## src/rtl/serial_subtractor_pkg.sv

```systemverilog
// Shared types and constants for the bit-serial subtractor.
package serial_subtractor_pkg;

    typedef enum logic [1:0] {
        IDLE  = 2'b00,
        SHIFT = 2'b01,
        DONE  = 2'b10
    } state_t;

    localparam int W_DEFAULT = 4;

    function automatic int cnt_width(input int w);
        return $clog2(w);
    endfunction

    localparam int CNT_W = cnt_width(W_DEFAULT);

endpackage

```

## src/rtl/serial_subtractor_fullsubtractor.sv

```systemverilog
// Single-bit full subtractor: the only arithmetic in the serial datapath.
module fullsubtractor (
    input  logic bi,
    input  logic a,
    input  logic b,
    output logic d,
    output logic bo
);

    assign d  = a ^ b ^ bi;
    assign bo = (~a & b) | (~(a ^ b) & bi);

endmodule

```

## src/rtl/serial_subtractor.sv

```systemverilog
// Bit-serial unsigned subtractor, LSB first, with registered borrow and
// sign/magnitude outputs for display.
module serial_subtractor
    import serial_subtractor_pkg::*;
#(
    parameter int W = W_DEFAULT
) (
    input  logic         clk,
    input  logic         rst_n,
    input  logic         start,
    input  logic [W-1:0] a,
    input  logic [W-1:0] b,
    output logic         busy,
    output logic         done,
    output logic [W-1:0] diff,
    output logic         borrow,
    output logic         neg,
    output logic [W-1:0] mag
);

    localparam int CW = cnt_width(W);

    state_t        state;
    state_t        state_next;
    logic [W-1:0]  ra;
    logic [W-1:0]  rb;
    logic [W-1:0]  rd;
    logic          br;
    logic [CW-1:0] cnt;
    logic          bit_d;
    logic          bit_bo;
    logic          last_bit;
    logic [W-1:0]  diff_new;

    fullsubtractor u_fs (
        .bi (br),
        .a  (ra[0]),
        .b  (rb[0]),
        .d  (bit_d),
        .bo (bit_bo)
    );

    assign last_bit = (cnt == CW'(W - 1));
    assign diff_new = {bit_d, rd[W-1:1]};
    assign busy     = (state == SHIFT);
    assign done     = (state == DONE);

    always_comb begin
        state_next = state;
        case (state)
            IDLE:    if (start) state_next = SHIFT;
            SHIFT:   if (last_bit) state_next = DONE;
            DONE:    state_next = IDLE;
            default: state_next = IDLE;
        endcase
    end

    // Result registers only change on the final bit, so the display never
    // shows a partially shifted value.
    always_ff @(posedge clk) begin
        if (!rst_n) begin
            state  <= IDLE;
            ra     <= '0;
            rb     <= '0;
            rd     <= '0;
            br     <= 1'b0;
            cnt    <= '0;
            diff   <= '0;
            borrow <= 1'b0;
            neg    <= 1'b0;
            mag    <= '0;
        end else begin
            state <= state_next;
            case (state)
                IDLE: begin
                    if (start) begin
                        ra  <= a;
                        rb  <= b;
                        rd  <= '0;
                        br  <= 1'b0;
                        cnt <= '0;
                    end
                end
                SHIFT: begin
                    rd  <= diff_new;
                    ra  <= ra >> 1;
                    rb  <= rb >> 1;
                    br  <= bit_bo;
                    cnt <= cnt + CW'(1);
                    if (last_bit) begin
                        diff   <= diff_new;
                        borrow <= bit_bo;
                        neg    <= bit_bo;
                        mag    <= bit_bo ? (~diff_new + W'(1)) : diff_new;
                    end
                end
                default: ;
            endcase
        end
    end

endmodule

```

## config.mk

```make
export PLATFORM = sky130hd
export DESIGN_NAME = serial_subtractor
export DESIGN_NICKNAME = d
export VERILOG_FILES = /design/src/rtl/serial_subtractor_pkg.sv /design/src/rtl/serial_subtractor_fullsubtractor.sv /design/src/rtl/serial_subtractor.sv
export SDC_FILE = /design/constraint.sdc
export NUM_CORES = 1
export LEC_CHECK = 0
export CAP_MARGIN = 20
export CORE_ASPECT_RATIO = 0.5
export CORE_MARGIN = 2
export CORE_UTILIZATION = 35
export DETAILED_ROUTE_END_ITERATION = 10
export SYNTH_ARGS = -nofsm -noshare
export SYNTH_HDL_FRONTEND = slang
export SYNTH_HIERARCHICAL = 1
export SYNTH_SLANG_ARGS = --single-unit
```

## constraint.sdc

```tcl
create_clock -name clk -period 1.9 [get_ports clk]
set_clock_uncertainty 0.15 [all_clocks]
set_input_delay 0.19 -clock clk [delete_from_list [all_inputs] [get_ports clk]]
set_output_delay 0.19 -clock clk [all_outputs]
set_load 0.01 [all_outputs]
```

==> summary.txt <==
Logic synthesis
  – Most common library cells after synthesis: dfxtp_1, nor2_1, mux2i_1
  – Synth area leaders: dfxtp_1, mux2i_1, nor2_1, a211oi_1, a22oi_1
  – Count of flip-flops with a built-in enable after synthesis: 0
  – Syn Nets: 123
  – Cells after Synth: around 110
  – YS warnings: 6
  – Top FF cell, synth: dfxtp_1
  – Register area share after synthesis: 45.6%
  – Combinational family with the most area after synthesis: compound AO/OA/AOI/OAI gates
  – Top cell type by total area after synthesis: dfxtp_1
  – Synth Area in Adders: ~4.3%
  – Synth cell types: 26
  – Share of the synthesized area in the top cell type: between 40 and 50%
  – Most common cell in the netlist: dfxtp_1
  – Synth Area in Compound Gates: roughly 16%
  – XOR/XNOR share of the synthesized area: 1.66%
  – Post-synthesis mux area share: about a tenth
  – Synth Area per Inst: between 9 and 10 um^2
  – Ys async rst share: 0%
  – Number of synthesized register bits: 24
  – Post-Syn Area: around 0.0011 mm^2
  – Simple-gate area share of the yosys netlist: 13.2%

Finish
  – Number of fill cells: about 270
  – Final Cell Area: 0.00137 mm^2
  – # diodes: 0
  – Core Util, Final: between 50% and 60%
  – Layout cells sized above 1: roughly a tenth
  – Synth-to-Final Area Change: 29.9%
  – Nets: approximately 150

Clocking
  – Clock buffer depth: 2
  – Clk_lat worst skew: roughly 0.27 ns
  – Total CTS buffers: 3
  – Htree depth: 1
  – Sinks on the clock net: 24
  – Root Buffer: clkbuf_8
  – CTS tree: yes
  – Clock transition at path regs: roughly 0.08 ns

Timing
  – Tmin final: roughly 1.7 ns
  – Slew @ Worst Pin: a little under 0.3 ns
  – Setup repair after global routing missed its margin: no
  – Relative slew margins: between 80% and 90%
  – Final setup violation count: 0
  – Setup TNS: 0 ns
  – Fin. max-slew vios: 0
  – Final Hold Viols: 0
  – Fin crit share: between 90% and 100%
  – Max Clk Rate: about 570 MHz
  – Smallest hold slack: around 0.34 ns

Routing
  – Post-route DRC: 0
  – Final wirelength: 2.02 mm
  – ANT nets after route: 0
  – DRT Pass-1 Iters: 4
  – Vias: 785
  – Initial DRC Count: 30
  – Average vias per placed instance: ~4.7
  – Drt wl/cell: between 10 and 15 um

Critical path
  – Critical path arrival: around 1.4 ns
  – Required time of the critical path: ~1.6 ns
  – Max FO, Critical Path: 11
  – Setup CP Type: reg -> out
  – Worst setup startpoint: state[0]
  – Critical path endpoint category: output pin
  – Crit path launch type: flip-flop
  – FF-to-FF Start: rb[0]

Floorplan
  – Cell Rows: 13
  – Top Ports: 23
  – Initial core utilization: around two fifths
  – DIE WIDTH: just over 80 um
  – Die area: 0.00349 mm^2
  – Die Ht: 42.8 um
  – Area of the core: ~0.0027 mm^2

GRT
  – Pin count of the biggest net entering global routing: 15
  – GR Util All Layers: between 10% and 20%
  – Total gr overflow: 0
  – First-pass GRT wire length: 3.35 mm
  – Vias in the first global route: roughly 730
  – Initial antenna violation count: 0

Power
  – P_leak: 0.000517 uW
  – Power density over the cells: 815 mW/mm^2
  – VDD IR max: approximately 0.00034 V

Placement
  – Cell Area, Placed: roughly 0.0013 mm^2
  – Routability-driven placement congestion ratio: between 0.7 and 0.8
  – Port bufs: 22
  – HPWL after detailed placement: around 1.4 mm

Worst hold path
  – Hold wc startpoint: cnt[0]
  – Min-delay worst type: reg -> reg

Status
  – Status: completed

Run
  – Max capacitance violation total: 0
-- final timing paths --
check | slack, ns | cells past startpoint | to
worst min-delay path | 0.34 | 1 | cnt[0]
worst max register to register | 0.31 | 6 | mag[2]
worst max-delay path | 0.15 | 2 | busy
worst min register to register | 0.34 | 1 | cnt[0]
-- layout make-up --
type                       instances  area (um^2)  share of cell area (%)
multi-input combinational         69          484                    35.4
sequential                        24          483                    35.3
timing repair buffer              27          258                    18.8
tap                               37         46.3                    3.38
clock buffer                       3         41.3                    3.02
clock inverter                     1         30.0                    2.19
inverter                           7         26.3                    1.92
-- registers in the layout (all words and copies together), names as in the netlist --
name and cells:
br 1, ra 4, rb 4, state 2, mag 3, neg 1, diff 4, rd 3
cnt 2
-- worst max-delay path, stage by stage (launching register included) --
cell	delay, ns
dfxtp_2	0.43
and2b_1	0.17
clkdlybuf4s50_1	0.54
-- cells by family after synthesis --
kind of cell / count (synthesis)
compound gates: 23
xor+xnor: 2
fa+ha+maj: 3
buf+inv: 16
flops: 24
mux: 11
simple gates: 30
-- placed cells by master, fill, tap and decap left out --
master | synthesis | layout
dfxtp_2 | 0 | 2
bufinv_16 | 0 | 1
and2_1 | 1 | 1
and3b_1 | 1 | 1
o21ba_2 | 1 | 1
a22oi_1 | 7 | 7
and2b_1 | 1 | 1
mux2i_1 | 11 | 11
buf_4 | 3 | 5
fa_1 | 1 | 1
inv_1 | 7 | 7
nor2_1 | 21 | 21
nor3b_1 | 1 | 1
clkdlybuf4s50_1 | 0 | 22
o221a_2 | 2 | 2
ha_1 | 2 | 2
a211oi_1 | 7 | 7
o21ai_0 | 1 | 1
a21oi_1 | 3 | 3
nor2b_1 | 4 | 4
nor3_1 | 1 | 1
clkbuf_8 | 0 | 3
o21bai_1 | 1 | 1
xor2_1 | 1 | 1
dfxtp_1 | 24 | 22
xnor2_1 | 1 | 1
o31ai_1 | 1 | 1
-- power by group --
part / switching, uW / leakage [uW] / total [uW] / internal (uW)
clock network: 164 / 0.0000357 / 446 / 282
registers: 17.3 / 0.000197 / 542 / 524
logic: 59.8 / 0.000285 / 128 / 67.9
total: 241 / 0.000517 / 1120 / 874
-- what timing repair did --
| action | CTS | global route |
|---|---|---|
| setup endpoints to repair | 0 | 2 |
| resized for setup | 0 | 2 |
| buffers inserted | 0 | 0 |
| hold buffers | 0 | 0 |
-- layer usage --
metal / part of all wire (%) / GRT usage [%] / vias up
met4: 0.59 / 4.00 / 0
li1: - / - / 417
met1: 55 / 18.0 / 348
met5: 0 / 0 / -
met3: 5.7 / 5.11 / 2
met2: 39 / 17.7 / 18
-- through the flow --
| stage | power, uW | instances | worst slack (ns) |
|---|---|---|---|
| 2_1_floorplan | 633 | 109 | 0.392 |
| 3_3_place_gp | 681 | 164 | 0.304 |
| 3_5_place_dp | 681 | 164 | 0.313 |
| 4_1_cts | 1130 | 168 | 0.0135 |
| 5_1_grt | 1170 | 168 | 0.0690 |
| 6_report | 1120 | 168 | 0.152 |
(Power assumes the default switching activity.)
==> edit 1, RTL diff (config.mk and constraints unchanged) <==
Register the input `a` before use. The logic sees it one clock later. The other inputs are not delayed to match.
--- a/src/rtl/serial_subtractor.sv
+++ b/src/rtl/serial_subtractor.sv
@@ -20,4 +20,10 @@
 
     localparam int CW = cnt_width(W);
+
+    logic [W-1:0] a_q;
+
+    always_ff @(posedge clk) begin
+        a_q <= a;
+    end
 
     state_t        state;
@@ -75,5 +81,5 @@
                 IDLE: begin
                     if (start) begin
-                        ra  <= a;
+                        ra  <= a_q;
                         rb  <= b;
                         rd  <= '0;
Formal check against the unedited RTL: not equivalent (a bounded check fails within 10 cycles, from zero or initial values and one cycle with rst_n low).
==> edit 1 against the original RTL <==
Design area grew 9.0%. Sequential cell count rose by 4. Global-route usage shrank 1.4 points. Worst setup slack improved by 18 ps. Combinational power increased by 5%. Utilization fell by 2.5 points. Power fell by 3.8%. Largest power group unchanged. Synthesized area rose by 14%. Synthesized cell count rose by 12%. Critical path type unchanged. Wire length is 2.9% higher.
==> edit 1: results (changes against the original RTL) <==
<table>
<tr><th>Metric</th><th>Value</th></tr>
<tr><th colspan="2">Hold path</th></tr>
<tr><td>HP Class</td><td>input pin to register</td></tr>
<tr><th colspan="2">Place</th></tr>
<tr><td>Placed cell count</td><td>181 (+10%)</td></tr>
<tr><td>Placed wire-length estimate after detailed placement</td><td>1490 microns (+4.3%)</td></tr>
<tr><th colspan="2">Synth</th></tr>
<tr><td>Sequential share of the synthesized area</td><td>46.7% (+1.1 points)</td></tr>
<tr><td>Synthesized-area fraction occupied by ao, oa, aoi and oai cells</td><td>17.4% (+1.0 points)</td></tr>
<tr><td>Count of different cell masters after synthesis</td><td>31 (+19%)</td></tr>
<tr><td>Cell types with the largest area share after synthesis</td><td>sky130_fd_sc_hd__dfxtp_1 (47%), sky130_fd_sc_hd__mux2i_1 (7.5%), sky130_fd_sc_hd__nor2_1 (6.6%)</td></tr>
<tr><td>Average instance area after synthesis</td><td>9.84 sq um (+1.8%)</td></tr>
<tr><td>Most frequent cells after synthesis</td><td>sky130_fd_sc_hd__dfxtp_1 (28), sky130_fd_sc_hd__nor2_1 (21), sky130_fd_sc_hd__mux2i_1 (9)</td></tr>
<tr><th colspan="2">Global route</th></tr>
<tr><td>Pin count of the biggest net entering global routing</td><td>20 (+5)</td></tr>
<tr><td>Vias in the first global route</td><td>721 (-0.96%)</td></tr>
<tr><td>Met1 capacity usage during global routing</td><td>14.4% (-3.6 points)</td></tr>
<tr><td>Overall routing resource usage</td><td>11.4% (-1.4 points)</td></tr>
<tr><th colspan="2">Die</th></tr>
<tr><td>Area enclosed by the die boundary</td><td>3940 sq um (+13%)</td></tr>
<tr><th colspan="2">Pwr</th></tr>
<tr><td>Power density cells</td><td>719 nW/um^2 (-12%)</td></tr>
<tr><td>Leak pwr</td><td>0.553 nW (+7.0%)</td></tr>
<tr><td>Internal power</td><td>0.826 mW (-5.4%)</td></tr>
<tr><td>Sequential Power Share</td><td>58.5% (+9.9 points)</td></tr>
<tr><td>Combinational power</td><td>0.135 mW (+5%)</td></tr>
<tr><th colspan="2">Drt</th></tr>
<tr><td>Routed wire length on met3</td><td>100 microns (-13%)</td></tr>
<tr><td>Total Wirelength</td><td>2080 microns (+2.9%)</td></tr>
<tr><td>Metal1 wirelength</td><td>1070 microns (-3.2%)</td></tr>
<tr><td>Routed WL per cell</td><td>11.3 microns (-6.1%)</td></tr>
<tr><td>Number of vias per cell after detailed routing</td><td>4.70 (+0.49%)</td></tr>
<tr><th colspan="2">Setup path</th></tr>
<tr><td>Critical Path Fanout Max</td><td>9 (-2)</td></tr>
<tr><th colspan="2">Layout</th></tr>
<tr><td>Count of filler cells inserted in the layout</td><td>302 (+13%)</td></tr>
<tr><th colspan="2">Status</th></tr>
<tr><td>Result of the run</td><td>finished clean</td></tr>
</table>
## edit 1: cell type report
| type | count | area [sq um] | area share (%) |
|---|---|---|---|
| clock buffer | 3 | 41.3 | 2.77 |
| sequential | 28 | 562 | 37.7 |
| tap | 40 | 50.0 | 3.36 |
| inverter | 6 | 22.5 | 1.51 |
| multi-input combinational | 78 | 543 | 36.4 |
| timing repair buffer | 29 | 273 | 18.3 |
## edit 1: final timing paths
path / from / endpoint / depth (start not counted)
worst max-delay path: state[1] / done / 2
worst min-delay path: a[3] / a_q[3] / 1
worst max register to register: rb[0] / mag[2] / 6
worst min register to register: cnt[0] / cnt[0] / 1
## edit 1: through the flow
stage	setup WS [ps]	utilization (%)
5_1_grt	86.3	47.6
3_5_place_dp	245	46.2
2_1_floorplan	377	-
3_3_place_gp	272	46.2
6_report	170	47.6
4_1_cts	36.5	47.5
## edit 1: critical path, delay by kind of cell, from the launching register on
family | cells | cell delay, ps
buffers and inverters | 1 | 530
flip-flops | 1 | 440
AND/OR/NAND/NOR | 1 | 150
==> edit 2, RTL diff (config.mk and constraints unchanged) <==
Made on the original files. `W_DEFAULT`: 4 -> 6.
--- a/src/rtl/serial_subtractor_pkg.sv
+++ b/src/rtl/serial_subtractor_pkg.sv
@@ -8,5 +8,5 @@
     } state_t;
 
-    localparam int W_DEFAULT = 4;
+    localparam int W_DEFAULT = 6;
 
     function automatic int cnt_width(input int w);
Interface: changed (resized a, b, diff and mag); port bits go from 23 to 31. The function was not compared with the original's and may differ.
==> edit 2 against the original RTL <==
Synthesized area up 56%. Final cell count increased by 62%. Critical path depth increased by 1. Count of clock-buffer cells in the layout is 5 higher. Wire length grew 70%. Die area increased by 52%. Worst setup slack got worse by 18 ps. Design area rose by 53%. Power grew 41%. Sequential cell count rose by 11. Combinational power rose by 46%.
==> edit 2: results (changes against the original RTL) <==
<table>
<tr><th>Metric</th><th>Value</th></tr>
<tr><th colspan="2">Drt</th></tr>
<tr><td>Total Wirelength</td><td>3430 microns (+70%)</td></tr>
<tr><td>Number of vias per cell after detailed routing</td><td>4.97 (+6.5%)</td></tr>
<tr><td>Drt first-iter violations</td><td>28 (-6.7%)</td></tr>
<tr><th colspan="2">Pwr</th></tr>
<tr><td>Leak pwr</td><td>0.789 nW (+53%)</td></tr>
<tr><td>Peak supply drop</td><td>269 uV (-22%)</td></tr>
<tr><th colspan="2">Timing</th></tr>
<tr><td>Actual slew at the worst max-slew pin</td><td>365 ps (+77.0 ps)</td></tr>
<tr><th colspan="2">Setup path</th></tr>
<tr><td>CP Data Arrival Time</td><td>1430 ps (+20 ps)</td></tr>
<tr><th colspan="2">Place</th></tr>
<tr><td>Weighted congestion reported at the end of routability-driven placement</td><td>0.799 (+13%)</td></tr>
<tr><td>Placed wire-length estimate after detailed placement</td><td>2340 microns (+63%)</td></tr>
<tr><td>Count of buffers from port buffering</td><td>30 (+36%)</td></tr>
<tr><th colspan="2">Layout</th></tr>
<tr><td>Registers with the most flip-flops</td><td>diff: 6 flops, ra: 6 flops, rb: 6 flops</td></tr>
<tr><td>Fraction of final layout cells sized beyond drive strength 1</td><td>14.9% (+4.2 points)</td></tr>
<tr><td>Count of filler cells inserted in the layout</td><td>429 (+61%)</td></tr>
<tr><td>Final Instance Count excl. Fillers</td><td>272 (+62%)</td></tr>
<tr><th colspan="2">Clock tree</th></tr>
<tr><td>Source-to-sink clock delay at the later pin of the worst-skew pair</td><td>290 ps (+20 ps)</td></tr>
<tr><td>Clock buffer count from CTS</td><td>5 (+2)</td></tr>
<tr><td>Number of H-tree levels</td><td>2 (+1)</td></tr>
<tr><th colspan="2">Status</th></tr>
<tr><td>Result of the run</td><td>finished clean</td></tr>
<tr><th colspan="2">Synth</th></tr>
<tr><td>Post-Synthesis Net Count</td><td>203 (+65%)</td></tr>
<tr><td>Synthesized netlist cell count</td><td>184 (+69%)</td></tr>
<tr><td>Most frequent cells after synthesis</td><td>sky130_fd_sc_hd__dfxtp_1 (35), sky130_fd_sc_hd__nand2_1 (20), sky130_fd_sc_hd__nor2b_1 (19)</td></tr>
<tr><td>Cell types with the largest area share after synthesis</td><td>sky130_fd_sc_hd__dfxtp_1 (43%), sky130_fd_sc_hd__nor2b_1 (7.2%), sky130_fd_sc_hd__o221a_2 (6.8%)</td></tr>
<tr><td>Sequential share of the synthesized area</td><td>42.6% (-3.1 points)</td></tr>
<tr><td>Count of different cell masters after synthesis</td><td>32 (+23%)</td></tr>
<tr><th colspan="2">Global route</th></tr>
<tr><td>First-pass GRT wire length</td><td>5820 microns (+73%)</td></tr>
<tr><td>GRT met2 Usage</td><td>24.2% (+6.5 points)</td></tr>
<tr><td>Met1 capacity usage during global routing</td><td>17.0% (-1.0 points)</td></tr>
<tr><td>Met3 routing resource usage after global routing</td><td>4.53% (-0.57 points)</td></tr>
<tr><td>Vias in the first global route</td><td>1314 (+80%)</td></tr>
<tr><td>Pin count of the biggest net entering global routing</td><td>36 (+21)</td></tr>
</table>
[edit 2: power by group]
group	total [mW]	switching [mW]	internal, mW
logic	0.187	0.0830	0.104
registers	0.785	0.0230	0.762
clock network	0.603	0.272	0.331
total	1.57	0.378	1.20
[edit 2: cell type report]
cell class              count  area (sq um)  area share, %
flip-flops and latches     35           703           33.5
repair buffers             38           360           17.2
inverters                   9          33.8           1.61
clock buffers               8           100           4.76
multi-input cells         125           832           39.6
well taps                  57          71.3           3.39
[edit 2: cells by family (layout without fill, tap and decap cells)]
group	Yosys count	in the layout	synth area share [%]
adder cells (fa/ha/maj)	4	4	3.50
buffers and inverters	24	55	6.91
XOR/XNOR	4	4	2.13
AO/OA/AOI/OAI	52	52	24.0
flip-flops	35	35	42.6
AND/OR/NAND/NOR	65	65	20.9
[edit 2: final timing paths]
kind / slack [ps] / from / cells after the start / to
max: 130 / state[0] / 3 / busy
min: 320 / diff[4] / 2 / diff[4]
max reg2reg: 210 / rb[0] / 7 / mag[2]
min reg2reg: 320 / diff[4] / 2 / diff[4]
[edit 2: what timing repair did]
item,CTS,global route
setup endpoints to repair,1,1
pin swaps,0,0
gates cloned,0,0
gates resized for setup,1,1
[edit 2: worst max-delay path, cell delays in order (launching register included)]
cell                              delay (ps)
sky130_fd_sc_hd__dfxtp_2                 420
sky130_fd_sc_hd__nand2b_1                120
sky130_fd_sc_hd__clkinv_1                 70
sky130_fd_sc_hd__clkdlybuf4s50_1         520
[edit 2: metal layers]
layer,wire [microns],vias to the layer above
met5,0,-
met4,68,0
met3,169,9
met2,1480,20
met1,1710,638
li1,-,686
[edit 2: stage by stage]
step           hold WS (ps)  util [%]  power, mW  worst slack (ps)  cell area (sq um)
3_3_place_gp            306      44.7      0.987               266               2000
2_1_floorplan           194         -      0.918               262               1650
3_5_place_dp            312      44.7      0.990               206               2000
6_report                318      47.0       1.57               134               2100
5_1_grt                 357      47.0       1.64              41.2               2100
4_1_cts                 322      47.0       1.59              55.0               2100
